`config.mk`:
```
export PLATFORM = sky130hd
export DESIGN_NAME = divider_5x3
export DESIGN_NICKNAME = d
export VERILOG_FILES = /design/src/rtl/divider_5x3.sv
export SDC_FILE = /design/constraint.sdc
export NUM_CORES = 1
export LEC_CHECK = 0
export CAP_MARGIN = 20
export CORE_ASPECT_RATIO = 0.5
export CORE_MARGIN = 1.5
export CORE_UTILIZATION = 45
export DETAILED_ROUTE_END_ITERATION = 8
export DONT_BUFFER_PORTS = 1
export PLACE_DENSITY = 0.58
export SLEW_MARGIN = 20
export SYNTH_ARGS = -nofsm -noshare
export SYNTH_HDL_FRONTEND = slang
export SYNTH_SLANG_ARGS = --single-unit
export TNS_END_PERCENT = 20
```
`constraint.sdc`:
```
create_clock -name clock -period 3.6 [get_ports clock]
set_input_delay 0.18 -clock clock [delete_from_list [all_inputs] [get_ports clock]]
set_output_delay 0.18 -clock clock [all_outputs]
set_load 0.02 [all_outputs]
```
`src/rtl/divider_5x3.sv`:
```
// divider_5x3: sequential restoring divider, 5-bit dividend by 3-bit divisor.
// One quotient bit per clock, MSB first; divide-by-zero short-circuits to DONE.
module divider_5x3 (
    input  logic       clock,
    input  logic       reset,
    input  logic       start,
    input  logic [4:0] dividend,
    input  logic [2:0] divisor,
    output logic       busy,
    output logic       done,
    output logic [4:0] quotient,
    output logic [2:0] remainder,
    output logic       divByZero
);

    localparam int unsigned DVD_W = 5;
    localparam int unsigned DVS_W = 3;
    localparam int unsigned REM_W = DVS_W + 1;
    localparam int unsigned CNT_W = 3;

    typedef enum logic [1:0] {
        IDLE = 2'd0,
        RUN  = 2'd1,
        DONE = 2'd2
    } state_t;

    state_t             state;
    state_t             state_next;
    logic [DVD_W-1:0]   dvd_q;
    logic [DVD_W-1:0]   dvd_d;
    logic [DVS_W-1:0]   dvs_q;
    logic [DVS_W-1:0]   dvs_d;
    logic [REM_W-1:0]   rem_q;
    logic [REM_W-1:0]   rem_d;
    logic [CNT_W-1:0]   cnt_q;
    logic [CNT_W-1:0]   cnt_d;
    logic [DVD_W-1:0]   qacc_q;
    logic [DVD_W-1:0]   qacc_d;
    logic [DVD_W-1:0]   quotient_d;
    logic [DVS_W-1:0]   remainder_d;
    logic               dbz_d;
    logic               busy_d;
    logic               done_d;
    logic [REM_W-1:0]   rem_shift;
    logic [REM_W-1:0]   dvs_ext;
    logic               rem_ge;

    // State and datapath registers; reset clears everything to zero
    always_ff @(posedge clock) begin
        if (reset) begin
            state     <= IDLE;
            dvd_q     <= '0;
            dvs_q     <= '0;
            rem_q     <= '0;
            cnt_q     <= '0;
            qacc_q    <= '0;
            quotient  <= '0;
            remainder <= '0;
            divByZero <= 1'b0;
            busy      <= 1'b0;
            done      <= 1'b0;
        end else begin
            state     <= state_next;
            dvd_q     <= dvd_d;
            dvs_q     <= dvs_d;
            rem_q     <= rem_d;
            cnt_q     <= cnt_d;
            qacc_q    <= qacc_d;
            quotient  <= quotient_d;
            remainder <= remainder_d;
            divByZero <= dbz_d;
            busy      <= busy_d;
            done      <= done_d;
        end
    end

    // Next-state, one restoring step per RUN cycle, result load on entry to DONE
    always_comb begin
        state_next  = state;
        dvd_d       = dvd_q;
        dvs_d       = dvs_q;
        rem_d       = rem_q;
        cnt_d       = cnt_q;
        qacc_d      = qacc_q;
        quotient_d  = quotient;
        remainder_d = remainder;
        dbz_d       = divByZero;

        // Partial remainder stays below the divisor, so its top bit is always 0 before the shift
        rem_shift = {rem_q[REM_W-2:0], dvd_q[cnt_q]};
        dvs_ext   = {1'b0, dvs_q};
        rem_ge    = (rem_shift >= dvs_ext);

        case (state)
            IDLE: begin
                if (start) begin
                    dvd_d = dividend;
                    dvs_d = divisor;
                    if (divisor != '0) begin
                        state_next = RUN;
                        rem_d      = '0;
                        cnt_d      = CNT_W'(DVD_W - 1);
                        qacc_d     = '0;
                    end else begin
                        state_next  = DONE;
                        quotient_d  = '1;
                        remainder_d = '0;
                        dbz_d       = 1'b1;
                    end
                end
            end
            RUN: begin
                rem_d  = rem_ge ? (rem_shift - dvs_ext) : rem_shift;
                qacc_d = {qacc_q[DVD_W-2:0], rem_ge};
                if (cnt_q == '0) begin
                    state_next  = DONE;
                    quotient_d  = {qacc_q[DVD_W-2:0], rem_ge};
                    remainder_d = rem_d[DVS_W-1:0];
                    dbz_d       = 1'b0;
                end else begin
                    cnt_d = cnt_q - CNT_W'(1);
                end
            end
            DONE: begin
                state_next = IDLE;
            end
            default: begin
                state_next = IDLE;
            end
        endcase

        busy_d = (state_next != IDLE);
        done_d = (state_next == DONE);
    end

endmodule

```
==> run_results.csv <==
group,metric,value,unit
placement,io_buffer_count,0,
worst_setup_path,reg2regPathDepth,9,
yosys,synth_top_area_frac,0.411,
sta,post-route-period-util,0.681,
floorplanning,die-area,3740,um2
final_layout,drive_gt1_frac,0.138,
run_status,status,"finished with violations",
yosys,ys_warn_count,0,
hold_path,hold_depth,1,
global_routing,grt.busiest_layer,"met2",
run,cap_violations,0,
floorplanning,die_y,44.0,um
clock_network,clkLatencyLatePin,0.28,ns
detailed_routing,drt-pass1-iter-count,6,
sta,slew_violations,0,
global_routing,grt_pass1_wl,5060,um
clock_network,cts_tree,"done",
worst_setup_path,rr_startpoint,"cnt_q[0]",
placement,dpl.hpwl,2060,um
yosys,netlist_top_cells_area,"dfxtp_1 (41%), nand2_1 (4.7%), nor2_1 (4.2%)",
final_layout,seq_area,621,um2
worst_setup_path,required,3.79,ns
floorplanning,num_rows,14,
yosys,synth_cell_types,43,
global_routing,antenna_found_initial,0,
clock_network,path_clk_slew,0.07,ns
worst_setup_path,cp-endpoint,"remainder[1]",
final_layout,nFillCells,298,
worst_setup_path,cp.arrival,2.64,ns
sta,finClkSkew,0.00811,ns
yosys,yosysTopAreaCell,"dfxtp_1",
detailed_routing,antenna_left,0,
yosys,ys_seq_area_frac,0.411,
yosys,synth_top_family_by_area,"simple AND/OR/NAND/NOR gates",
floorplanning,floorplan.initialDensity,0.487,
yosys,syn_area,1510,um2
detailed_routing,vias,1093,
clock_network,numCtsBuffers,5,
yosys,yosys.area_share.adder,0.0546,
clock_network,cts_sinks,31,
sta,fmax,0.408,GHz
worst_setup_path,r2r_end,"remainder[1]",
sta,tns,0,ns
clock_network,cts_buffer_depth,2,
placement,gp_congestion,0.845,
clock_network,cts_root_buffer,"clkbuf_8",
yosys,synth_xor_area_frac,0.00579,
final_layout,syn2layout_area_growth,7.20,%
floorplanning,io_pins,22,
floorplanning,fp.dieW,85.0,um
worst_setup_path,worst-setup-path-type,"flip-flop to flip-flop",
sta,whs,0.0178,ns
yosys,synthCells,159,
yosys,synthesis.nets,176,
yosys,synth_edf_count,0,
detailed_routing,drc,5,
power,vdd_drop_max,230,uV
worst_setup_path,critical_path.startpoint,"cnt_q[0]",
detailed_routing,wl_per_cell,15.0,um
detailed_routing,routed_wl,3010,um
final_layout,fin_nets,176,
run_status,violations,"design-rule violations",
global_routing,grt_pass1_vias,1051,
yosys,ys_async_sr_fraction,0,
worst_setup_path,crit_slowest_cell,"fa_1",
sta,tightest_slew,0.764,ns
worst_setup_path,r2r_slack,1.15,ns
final_layout,stdcell_count,200,
sta,hold_viol,0,
power,total_power,805,uW
worst_setup_path,slowest_delay,0.40,ns
final_layout,multi_input_area,826,um2
yosys,synth_seq_cells,31,
power,power.density,497,nW/um2
detailed_routing,drt_iter0_markers,54,
global_routing,grt_use_met1,0.244,
final_layout,antennaDiodeCount,0,
worst_setup_path,startpoint_type,"flip-flop",
power,cellLeakagePower,0.000599,uW
sta,setup_viol,0,
sta,rsz0062_at_grt,"false",
yosys,syn_avg_cell_area,9.51,um2
detailed_routing,viasPerCell,5.47,
floorplanning,core,3100,um2
clock_network,post_cts_resized,0,
global_routing,grt_max_degree,28,
sta,final.min_clock_period,2.45,ns
yosys,synth_mux_area_frac,0.0364,
sta,slew_headroom,0.489,
clock_network,htree_num_levels,2,
placement,dp.cells,191,
worst_setup_path,path_cells,"inv_1, o31ai_1, nor2_1, ha_1, fa_1, nand2b_1, nand3b_4, mux2_4, o32ai_2",
worst_setup_path,end_kind,"flip-flop",
hold_path,worst_hold_path_type,"input pin to flip-flop",
yosys,synthFlopType,"dfxtp_1",
yosys,synthSimpleGateAreaFrac,0.274,
yosys,synth_compound_area_frac,0.175,
global_routing,grt_use_met2,0.283,
global_routing,overflow,0,
global_routing,use_met3,0.0667,
worst_setup_path,crit_path_max_fanout,5,
global_routing,grt.total_usage,0.185,
==> sequential cells by signal, summed over array words and instances (netlist names) <==
| name | flops |
|---|---|
| cnt_q | 3 |
| dvd_q | 5 |
| qacc_q | 4 |
| state | 2 |
| done | 1 |
| quotient | 5 |
| busy | 1 |
| rem_q | 3 |
| divByZero | 1 |
| remainder | 3 |
| dvs_q | 3 |
==> area by class of cell <==
type,instances,share of cell area
clock buffers,7,0.0471
clock inverters,1,0.00309
inverters,6,0.0139
multi-input cells,114,0.510
flip-flops and latches,31,0.383
well taps,40,0.0309
repair buffers,1,0.0124
==> through the flow <==
stage | cell area [um2] | setup WS (ns) | util
after floorplan | 1510 | 1.39 | -
after global placement | 1520 | 1.24 | 0.490
after detailed placement | 1520 | 1.19 | 0.490
after CTS | 1620 | 1.15 | 0.523
after global routing | 1620 | 0.990 | 0.523
final | 1620 | 1.15 | 0.523
==> timing repair <==
action,CTS,global route
hold buffers,1,0
setup buffers,0,0
hold endpoints to repair,27,0
==> power by group <==
part           internal, uW  total [uW]  switching, uW
Combinational          63.6         149           85.2
Clock                   135         256            121
Sequential              368         400           31.7
Total                   567         805            238
==> logic make-up (layout without fill, tap and decap cells) <==
family / count (synthesis) / after routing
fa+ha+maj: 6 / 6
flops: 31 / 31
mux: 5 / 5
compound gates: 30 / 30
xor+xnor: 1 / 1
buf+inv: 14 / 15
simple gates: 72 / 72
==> critical path: cells and delay by family (launching register included) <==
| kind | cells | cell delay [ns] |
|---|---|---|
| AO/OA/AOI/OAI | 2 | 0.55 |
| adder cells (fa/ha/maj) | 2 | 0.61 |
| buffers and inverters | 1 | 0.09 |
| flip-flops | 1 | 0.37 |
| multiplexers | 1 | 0.31 |
| AND/OR/NAND/NOR | 3 | 0.42 |
==> Yosys cell counts, drive strengths merged, types with 3 or more instances <==
cell type	number
a22oi	5
nand2	19
nor2	17
nand2b	6
o31ai	3
clkbuf	3
nand3b	4
buf	5
dfxtp	31
nor3	14
ha	5
a21oi	13
mux2i	4
inv	6
==> layout by cell type, fill, tap and decap left out, types with 2 or more instances in the layout <==
master | Yosys | final
o31ai_1 | 2 | 2
clkbuf_1 | 2 | 2
clkbuf_8 | 0 | 5
nand2_1 | 19 | 19
nor3_1 | 9 | 9
nand2b_1 | 6 | 6
dfxtp_1 | 31 | 31
nor3_2 | 5 | 5
nand3b_1 | 3 | 3
inv_1 | 6 | 6
and3_1 | 2 | 2
ha_1 | 5 | 5
a22oi_1 | 5 | 5
mux2i_1 | 4 | 4
a21oi_1 | 12 | 12
nor2_1 | 17 | 17
nand4bb_1 | 2 | 2
==> worst min path at each step <==
stage	from	endpoint	slack [ns]
6_report	reset	remainder[1]	0.02
5_1_grt	reset	remainder[1]	0.004
4_1_cts	reset	remainder[1]	0.008
3_5_place_dp	reset	quotient[3]	0.26
3_3_place_gp	reset	quotient[0]	0.25
2_1_floorplan	dividend[0]	dvd_q[0]	0.32
==> per-layer routing <==
layer | share of wire | up-vias
li1 | - | 557
met1 | 0.52 | 513
met2 | 0.43 | 18
met3 | 0.045 | 5
met4 | 0.0080 | 0
met5 | 0 | -
(Power assumes the default switching activity.)
